**config.mk**
```make
export PLATFORM = sky130hd
export DESIGN_NAME = fd_queue
export DESIGN_NICKNAME = d
export VERILOG_FILES = /design/src/rtl/fd_queue_pkg.sv /design/src/rtl/fdq_mem.sv /design/src/rtl/fd_queue.sv
export SDC_FILE = /design/constraint.sdc
export NUM_CORES = 1
export LEC_CHECK = 0
export BUFFER_PORTS_ARGS = -buffer_cell sky130_fd_sc_hd__buf_2
export CAP_MARGIN = 20
export CORE_MARGIN = 2
export CORE_UTILIZATION = 50
export CTS_CLUSTER_DIAMETER = 120
export CTS_CLUSTER_SIZE = 24
export DETAILED_ROUTE_END_ITERATION = 10
export PLACE_DENSITY = 0.71
export SLEW_MARGIN = 15
export SYNTH_ARGS = -nofsm -noshare
export SYNTH_HDL_FRONTEND = slang
export SYNTH_SLANG_ARGS = --single-unit
export TNS_END_PERCENT = 5
```
**constraint.sdc**
```tcl
create_clock -name clk -period 3.3 [get_ports clk]
set_clock_uncertainty 0.1 [all_clocks]
set_input_delay 0.33 -clock clk [delete_from_list [all_inputs] [get_ports clk]]
set_output_delay 0.33 -clock clk [all_outputs]
set_load 0.05 [all_outputs]
```
**src/rtl/fd_queue_pkg.sv**
```systemverilog
// fd_queue_pkg: shared fetch/decode payload type and the bubble presented when the queue is empty.
package common;
   typedef struct packed {
      logic [31:0] raw_instr;
      logic [31:0] pc;
      logic        stall;
   } fetch_data_t;
   localparam fetch_data_t FETCH_BUBBLE = '{raw_instr: 32'h0, pc: 32'h0, stall: 1'b1};
   function automatic fetch_data_t fd_live(input fetch_data_t d);
      fd_live       = d;
      fd_live.stall = 1'b0;
   endfunction
endpackage

```
**src/rtl/fdq_mem.sv**
```systemverilog
// fdq_mem: DEPTH-entry fetch_data_t register array, one write port, one asynchronous read port.
module fdq_mem import common::*; #(
   parameter int DEPTH = 4,
   localparam int PW = $clog2(DEPTH)
) (
   input  logic          clk,
   input  logic          we,
   input  logic [PW-1:0] waddr,
   input  fetch_data_t   wdata,
   input  logic [PW-1:0] raddr,
   output fetch_data_t   rdata
);
   fetch_data_t mem_q [DEPTH];
   always_ff @(posedge clk)
      if (we) mem_q[waddr] <= wdata;
   assign rdata = mem_q[raddr];
endmodule

```
**src/rtl/fd_queue.sv**
```systemverilog
// fd_queue: fetch-to-decode instruction queue with flush and decode-stall replay.
// Define FD_QUEUE_BYPASS_EN to let an entry reach decode in the same cycle when the queue is empty.
module fd_queue import common::*; #(
   parameter int DEPTH = 4
) (
   input  logic                         clk,
   input  logic                         reset,
   input  logic                         in_valid,
   input  fetch_data_t                  in_data,
   output logic                         in_ready,
   output logic                         out_valid,
   output fetch_data_t                  out_data,
   input  logic                         out_ready,
   input  logic                         flush,
   output logic [$clog2(DEPTH+1)-1:0]   count
);
   localparam int PW = $clog2(DEPTH);
   localparam int CW = $clog2(DEPTH+1);
   logic [PW-1:0] wr_ptr_q, wr_ptr_d, rd_ptr_q, rd_ptr_d;
   logic [CW-1:0] count_q, count_d;
   logic          push, pop, byp, empty;
   fetch_data_t   head;
   fdq_mem #(.DEPTH(DEPTH)) u_mem (
      .clk   (clk),
      .we    (push),
      .waddr (wr_ptr_q),
      .wdata (in_data),
      .raddr (rd_ptr_q),
      .rdata (head)
   );
   always_comb begin
      empty     = count_q == '0;
`ifdef FD_QUEUE_BYPASS_EN
      byp       = empty && in_valid && !flush;
`else
      byp       = 1'b0;
`endif
      in_ready  = count_q != CW'(DEPTH);
      out_valid = (!empty || byp) && !flush;
      out_data  = !out_valid ? FETCH_BUBBLE : byp ? fd_live(in_data) : fd_live(head);
      // a bypassed entry consumed by decode never touches storage
      push      = in_valid && in_ready && !flush && !(byp && out_ready);
      pop       = out_valid && out_ready && !byp;
      wr_ptr_d  = flush ? '0 : push ? wr_ptr_q + PW'(1) : wr_ptr_q;
      rd_ptr_d  = flush ? '0 : pop ? rd_ptr_q + PW'(1) : rd_ptr_q;
      count_d   = flush ? '0 : (push && !pop) ? count_q + CW'(1) : (pop && !push) ? count_q - CW'(1) : count_q;
   end
   always_ff @(posedge clk or negedge reset) begin
      if (!reset) begin
         wr_ptr_q <= '0;
         rd_ptr_q <= '0;
         count_q  <= '0;
      end else begin
         wr_ptr_q <= wr_ptr_d;
         rd_ptr_q <= rd_ptr_d;
         count_q  <= count_d;
      end
   end
   assign count = count_q;
endmodule

```
# Word-level counts from Yosys, hierarchy flattened
# Memory sizes are Yosys's and may differ from the RTL's.
# Index checks and enable logic that the tools add are counted.
# classes
eq_ne	1
n_reduce_logical	14
n_addsub	4
muxes	10
# op_table
cell	n
two-way mux 65 bit	1
two-way mux 3 bit	3
two-way mux 2 bit	4
logical AND 1 bit	6
adder 2 x 1 -> 2 bit (second input constant)	2
zero test 1 bit	4
nonzero test 2 bit	2
adder 3 x 1 -> 3 bit (second input constant)	1
zero test 3 bit	1
!= test 3 bit (second input constant)	1
nonzero test 3 bit	1
subtractor 3 x 1 -> 3 bit (second input constant)	1
two-way mux 1 bit	2
# word_totals
ff_bits	7
n_memories	1
ram_bits	260
# memory_table
name	depth	word_bits	rd	rd_clocked_by_memory_dff	wr	line	text
u_mem.mem_q	4	65	1	0	1	fdq_mem.sv:13	fetch_data_t mem_q [DEPTH];

# Depth between registers and ports, before layout
# Gate-level depths: netlist of the first run.
# logic_depth
depth_word	8
mapped_depth	8
ltp_nobuf	7

# By module
# Synthesis of the first run repeated with hierarchy kept, for this count alone.
# hier_totals
cells_unflattened	476
area_unflattened_um2	10511.3
# by_module_without_submodules
module	area_each_um2	cells_each	instances
fdq_mem	9455.3	343	1
fd_queue	1056.0	133	1

# Least setup slack after synthesis of the first run
# No wires, ideal clock.
# synth_path
kind	register -> register
from	register count_q[0], in the netlist count[0]
to	memory u_mem.mem_q[2][10] (netlist bit) (enable)
stages_incl_launch_ff	5
arrival_ps	2780
required_ps	2771
path_slack_ps	-9
setup_ps	429
path_buffers	1
cell_sequence	dfrtp_1 -> buf_2 -> nor3b_2 -> nor3_1 -> and2_1
# synth_via
elab_chain_len	5
# synth_lines
element	line	text
from (decl)	fd_queue.sv:20	logic [CW-1:0] count_q, count_d;
from (signal assigned)	fd_queue.sv:56	count_q <= count_d;
!= test 3 bit	fd_queue.sv:38	in_ready = count_q != CW'(DEPTH);
logical AND 1 bit (2 in series)	fd_queue.sv:42	push = in_valid && in_ready && !flush && !(byp && out_ready);
two-way mux 1 bit	fdq_mem.sv:15	if (we) mem_q[waddr] <= wdata;
two-way mux 1 bit (implied by the code)	fdq_mem.sv:15	
to (decl)	fdq_mem.sv:13	
# No other way between the ends.

==> summary.md, run 1 <==
| Metric | Value |
|---|---|
| Seq pwr share | 0.479 |
| Post-Route WL | 18680 um |
| Initial Util | 0.5079 |
| Top FF cell, synth | edfxtp_1 |
| TritonCTS clock tree | yes |
| Fin crit period | ~3000 ps |
| Cell Chain, Critical Path | nor3_2 -> or2_4 -> inv_2 -> buf_4 -> and2_1 -> buf_2 |
| Yosys cell types | 36 |
| Initial DRT Pass Iterations | 4 |
| DR DRC count | 0 |
| Placed insts | 861 |
| Syn. warnings | 0 |
| Final core occ | 0.6077 |
| Area share of the largest cell type after synthesis | 0.7480 |
| Clock-pin slew of the registers on the worst-case setup and hold paths | around 90 ps |
| Final Hold Violating Endpoints | 0 |
| Status | complete, no violations |
| Layout cells sized above 1 | 0.3521 |
| Post-synthesis average cell area | ~22 um2 |
| Area grow syn2layout | 19.65% |
| H-Tree Depth | 1 |
| Total die area | ~22000 um2 |
| Slew Viols, Final | 0 |
| Combinational power share | 0.308 |
| Root buffer cell | clkbuf_16 |
| Worst-path fanout max | 35 |
| Setup violators final | 0 |
| Max IR drop VDD | ~530 uV |
| Critical path origin | count[0]$_DFFE_PN0P_ |
| Total setup buffers inserted after CTS | 0 |
| Clk buf depth | 3 |
| Crit start category | flip-flop |
| CP max stage delay | between 500 and 600 ps |
| Leakage | between 4 and 5 nW |
| CTS Buf Count | 14 |
| Most common library cells after synthesis | 256 x edfxtp_1, 69 x and2_1, 63 x mux4_2, 10 x buf_2, 8 x nor2_1 |
| #FFs+latches synth | ~260 |
| Hold Crit Start | flush |
| Hold slack | 60.29 ps |
| Crit. End Element | primary output |
| Pin count of the biggest net entering global routing | between 60 and 70 |
| Starting DRT DRC Count | ~290 |
| Synth area leader | edfxtp_1 |
| RSZ-0062 raised after global routing | no |
| Rel. slew slack | 0.3323 |
| Grt ovf | 0 |
| Register area share after synthesis | 0.7650 |
| NetSw | ~2.8 mW |
| R2R setup slack | ~850 ps |
| Asr flop ratio synth | 0.02662 |
| Initial antenna violation count | 0 |
| DP HPWL | 11100 um |
| Worst min path class | in -> reg |
| Vias in the first global route | 5323 |
| Syn Nets | 544 |
| Core Footprint | ~20000 um2 |
| Die W | about 150 um |
| Cells after Synth | about 470 |
| Setup TNS | 0 ps |
| Clk pwr share | 0.213 |
| Critical path's slowest cell | dfrtp_1 |
| I/O pin count | 140 |
| Cell with the most instances after synthesis | edfxtp_1 |
| FF-to-FF Start | count[2]$_DFFE_PN0P_ |
| Post-cts sizing count | 0 |
| Vias/cell | roughly 5.3 |
| WS Path Type | reg -> out |
| # Max-Cap Violations | 0 |
| Data required time of the worst path | ~2900 ps |
| Post-Syn Area | between 10000 and 15000 um2 |
| Non-filler cells, final | roughly 950 |
| Vias | slightly above 5k |
| F_max | roughly 330 MHz |
| Post-DRT Antenna Nets | 0 |
| Die Y | around 150 um |
| Global router's overall resource usage | 0.1708 |
| Port-buffer cells | approximately 140 |
| Slew at the pin with the worst max-slew slack | around 1000 ps |
| Worst EP arrival | 2630 ps |
| EDFF count, synth | ~260 |
| Top post-synthesis cells by area | edfxtp_1 75%, mux4_2 14%, and2_1 4.2% |
| Internal Pwr Total | ~5.7 mW |
| RR Endpoint | u_mem.mem_q[0][59]$_DFFE_PP_ |
| Sw Share | 0.3280 |
| GPL Wtd Cong | about 0.79 |
| Clk sink count | between 200 and 300 |
| Drt wl/cell | approximately 20 um |
| Hold_buf cts | 65 |
| Filler cells | about 1.5k |
| Power per Cell Area | 684.1 nW/um2 |
| Final net count | between 700 and 800 |
| First-pass GRT wire length | 28700 um |
| Rows | 52 |
| End of the critical path | out_data[12] |
| Diodes inserted | 0 |
| Clock latency on the worst-skew pair | approximately 480 ps |
| Final worst path period share | 0.9273 |
| Reg2Reg Depth | 4 |
==> stage by stage <==
stage | cell area [um2] | worst slack [ps] | power (mW)
4_1_cts | 12300 | 156.5 | 8.520
5_1_grt | 12300 | 84.66 | 8.755
2_1_floorplan | 10280 | -8.350 | 6.167
3_3_place_gp | 11250 | 758.5 | 6.634
6_report | 12300 | 239.8 | 8.413
3_5_place_dp | 11250 | 713.7 | 6.683
==> power groups by stage <==
stage / Clock (mW) / Sequential, mW / Combinational [mW]
final: 1.79 / 4.03 / 2.59
after CTS: 1.85 / 4.03 / 2.64
after global placement: 0 / 4.09 / 2.54
after floorplan: 0 / 4.03 / 2.14
after detailed placement: 0 / 4.11 / 2.57
after global routing: 1.95 / 4.06 / 2.75
==> final cells by class <==
type / count / area, um2 / area share
tap: 270 / 337.8 / 0.02747
timing repair buffer: 212 / 1471 / 0.1197
inverter: 9 / 33.78 / 0.002747
multi-input combinational: 172 / 2190 / 0.1781
sequential: 263 / 7870 / 0.6400
clock buffer: 20 / 394.1 / 0.03205
==> flip-flops by register name, indices dropped and copies added (netlist names) <==
register     cells
count            3
rd_ptr_q         2
u_mem.mem_q    256
wr_ptr_q         2
==> worst min-delay path by stage <==
stage	endpoint	slack, ps	cells after the start
detailed placement	count[0]$_DFFE_PN0P_	80	1
CTS	rd_ptr_q[0]$_DFFE_PN0P_	30	2
global route	wr_ptr_q[0]$_DFFE_PN0P_	60	2
global placement	count[1]$_DFFE_PN0P_	70	1
floorplan	count[0]$_DFFE_PN0P_	-70	0
finish	wr_ptr_q[1]$_DFFE_PN0P_	60	2
==> cells by family (layout without fill, tap and decap cells) <==
logic type                 after synthesis  in the layout  synth area share
AOI/OAI and AO/OA                       14             14          0.009983
xor gates and xnor gates                 1              1         0.0008524
adders and majority gates                5              5          0.006818
buffers and inverters                   34            241           0.02289
DFF                                    263            263            0.7650
muxes                                   67             67            0.1438
and+or+nand+nor                         85             85           0.05064
==> critical path, delay by kind of cell, from the launching register on <==
family / cells / cell delay, ps
buffers and inverters: 3 / 1040
AND/OR/NAND/NOR: 3 / 540
flip-flops: 1 / 540
==> per-layer routing <==
| metal | up-vias | wire length [um] | track usage |
|---|---|---|---|
| met1 | 2615 | 7780 | 0.2282 |
| li1 | 2283 | - | - |
| met5 | - | 0 | 0 |
| met2 | 132 | 9737 | 0.3042 |
| met4 | 0 | 265 | 0.03510 |
| met3 | 20 | 897 | 0.02500 |
==> cell usage in the layout, fill, tap and decap left out, types with 2 or more instances in the layout <==
master	instances
and2_4	4
mux4_2	63
edfxtp_1	256
a21oi_1	2
buf_4	4
dlygate4sd3_1	65
and2_1	65
nor2_1	8
buf_2	138
dfrtp_1	5
nand3_1	2
inv_2	2
dfrtp_4	2
buf_12	5
mux2_1	2
inv_1	7
ha_1	4
o31ai_1	2
o21ai_0	2
clkbuf_1	5
clkbuf_16	15
Note: power is estimated with default switching activity, not from simulation.
==> run 2: changes to the inputs <==
--- a/config.mk
+++ b/config.mk
@@ -5,8 +5,8 @@
 export SDC_FILE = /design/constraint.sdc
 export NUM_CORES = 1
 export LEC_CHECK = 0
+export ABC_AREA = 1
 export BUFFER_PORTS_ARGS = -buffer_cell sky130_fd_sc_hd__buf_2
-export CAP_MARGIN = 20
 export CORE_MARGIN = 2
 export CORE_UTILIZATION = 50
 export CTS_CLUSTER_DIAMETER = 120
==> summary.md, run 2 <==
| Metric | Value |
|---|---|
| Layout cells sized above 1 | 0.2384 (-0.1137) |
| Reg2Reg Depth | 7 (+3) |
| Cells after Synth | 820 (+75%) |
| Syn. warnings | 0 (unchanged) |
| Worst EP arrival | 2500 ps (-130 ps) |
| Post-Route WL | 21190 um (+13%) |
| Pin count of the biggest net entering global routing | 130 (+94%) |
| Top post-synthesis cells by area | edfxtp_1 73%, nor2_1 9.2%, o21ai_1 5.2% |
| Clock-pin slew of the registers on the worst-case setup and hold paths | 90 ps (about the same) |
| Asr flop ratio synth | 0.02662 (unchanged) |
| Hold slack | 110.4 ps (+50.09 ps) |
| Final net count | 1083 (+45%) |
| Final instance area | 12660 um2 (+3.0%) |
| Syn Nets | 895 (+65%) |
| Post-cts sizing count | 0 (unchanged) |
| DR DRC count | 0 (unchanged) |
| TritonCTS clock tree | yes |
| EDFF count, synth | 256 (unchanged) |
| Rel. slew slack | 0.4416 (+0.1093) |
| Starting DRT DRC Count | 367 (+28%) |
| F_max | 341.1 MHz (+4.4%) |
| Fin crit period | 2931 ps (-128.9 ps) |
| Area taken by multi-input logic gates | 2427 um2 (+11%) |
| # Max-Cap Violations | 0 (unchanged) |
| Yosys cell types | 25 (-31%) |
| Grt ovf | 0 (unchanged) |
| I/O pin count | 140 (unchanged) |
| Cell Chain, Critical Path | inv_2 -> a21oi_4 -> clkinv_2 -> buf_12 -> a21oi_1 -> buf_2 |
| DP HPWL | 11440 um (+3.0%) |
| Register area share after synthesis | 0.7428 (-0.02225) |
| Clk sink count | 263 (unchanged) |
| Initial Util | 0.5067 (-0.001176) |
| Top FF cell, synth | edfxtp_1 |
| Slew at the pin with the worst max-slew slack | 837.6 ps (-163.9 ps) |
| Post-DRT Antenna Nets | 0 (unchanged) |
| Drt wl/cell | 16.47 um (-17%) |
| WS Path Type | reg -> out |
| Final worst path period share | 0.8883 (-0.03905) |
| Clock latency on the worst-skew pair | 480 ps (about the same) |
| Vias | 6684 (+32%) |
| Filler cells | 1606 (+11%) |
| Largest reg by FF count | u_mem.mem_q |
| Setup violators final | 0 (unchanged) |
| Rows | 53 (+1.9%) |
| Crit. End Element | primary output |
| Data required time of the worst path | 2870 ps (about the same) |
| First-pass GRT wire length | 32840 um (+14%) |
| Area after DPL | 11620 um2 (+3.3%) |
| Area grow syn2layout | 19.64% (about the same) |
| Most frequent cells in the layout | 256 x nor2_1, 256 x edfxtp_1, 138 x buf_2 |
| Largest register FFs | 256 (unchanged) |
| Clk buf depth | 3 (unchanged) |
| Final Hold Violating Endpoints | 0 (unchanged) |
| Vias/cell | 5.198 (-2.6%) |
| Root buffer cell | clkbuf_16 |
| Worst min path class | in -> async |
| Final WS setup | 368.7 ps (+128.9 ps) |
| Initial DRT Pass Iterations | 5 (+1) |
| #FFs+latches synth | 263 (unchanged) |
| R2R setup slack | 970 ps (+120 ps) |
| GPL Wtd Cong | 0.7465 (-4.9%) |
| Power per Cell Area | 581.5 nW/um2 (-15%) |
| Total die area | 22350 um2 (+2.9%) |
| Cell with the most instances after synthesis | nor2_1 |
| Most common library cells after synthesis | 260 x nor2_1, 256 x edfxtp_1, 111 x o21ai_1, 51 x a21oi_2, 21 x o21ai_0 |
| Synth area leader | edfxtp_1 |
| RSZ-0062 raised after global routing | no |
| Critical path's slowest cell | dfrtp_1 |
| CTS Buf Count | 14 (unchanged) |
| H-Tree Depth | 1 (unchanged) |
| Core Footprint | 20890 um2 (+3.2%) |
| Leakage | 4.534 nW (+6.4%) |
| Initial antenna violation count | 0 (unchanged) |
| Total Power | 7.364 mW (-12%) |
| CP max stage delay | 470 ps (-70 ps) |
| Diodes inserted | 0 (unchanged) |
| Die Y | 149.5 um (+1.4%) |
| Global router's overall resource usage | 0.1889 (+0.01811) |
| Vias in the first global route | 6401 (+20%) |
| Post-Syn Area | 10590 um2 (+3.0%) |
| Status | complete, no violations |
| Area share of the largest cell type after synthesis | 0.7262 (-0.02175) |
| Slew Viols, Final | 0 (unchanged) |
| Dpl ws | 902.2 ps (+188.5 ps) |
| Storage cell area | 7868 um2 (about the same) |
| Die W | 149.5 um (+1.4%) |
| Post-synthesis average cell area | 12.91 um2 (-41%) |
| Port-buffer cells | 138 (unchanged) |
| Setup TNS | 0 ps (unchanged) |
| Worst-path fanout max | 35 (unchanged) |
| Max IR drop VDD | 511.7 uV (-3.5%) |
| Crit start category | flip-flop |
run 2: cell count changes after synthesis, moves of 13 or more:
cell     before  now
a21oi_1       2   15
a21oi_2       0   51
and2_1       69    0
mux4_2       63    0
nor2_1        8  260
o21ai_0       2   21
o21ai_1       1  111
run 2: stage by stage:
stage            util  instances
4_1_cts        0.6063       1286
3_3_place_gp   0.5565       1202
2_1_floorplan       -        820
6_report       0.6063       1286
5_1_grt        0.6063       1286
3_5_place_dp   0.5565       1202
run 2: final timing paths:
| path | start | endpoint |
|---|---|---|
| min | reset | rd_ptr_q[0]$_DFFE_PN0P_ |
| max | count[2]$_DFFE_PN0P_ | out_data[55] |
| min in group clk | in_valid | wr_ptr_q[0]$_DFFE_PN0P_ |
| min reg2reg | rd_ptr_q[1]$_DFFE_PN0P_ | rd_ptr_q[1]$_DFFE_PN0P_ |
| max reg2reg | count[1]$_DFFE_PN0P_ | u_mem.mem_q[3][42]$_DFFE_PP_ |
| max in group asynchronous | reset | rd_ptr_q[0]$_DFFE_PN0P_ |
run 2: routing by layer:
metal,track usage,wire length (um)
met2,0.3534,11150
met4,0.05190,344
met3,0.02896,1100
met5,0,0
met1,0.2262,8591
run 2: timing repair:
action | 4_1_cts | 5_1_grt
setup buffers | 0 | 0
endpoints found under the hold margin | 263 | 0
hold buffers | 65 | 0
run 2: worst max-delay path: cells and delay by family (launching register included):
kind / cells / cell delay, ps
DFF: 1 / 470
AOI/OAI and AO/OA: 2 / 410
buffers and inverters: 4 / 1120
run 2: cell type report:
cell class              count  share of cell area
clock buffers              19             0.03082
well taps                 275             0.02717
flip-flops and latches    263              0.6212
repair buffers            221              0.1235
multi-input cells         490              0.1917
inverters                  18            0.005631
run 2: power breakdown:
part	switching, mW	internal [mW]
logic	1.30	0.460
clock network	0.927	0.831
registers	0.0409	3.81
run 2: cells by family after synthesis:
group	Yosys count	share of synthesized area
DFF	263	0.7428
xor gates and xnor gates	1	0.0008276
AOI/OAI and AO/OA	199	0.1132
buffers and inverters	67	0.03073
adders and majority gates	5	0.006620
and+or+nand+nor	285	0.1058
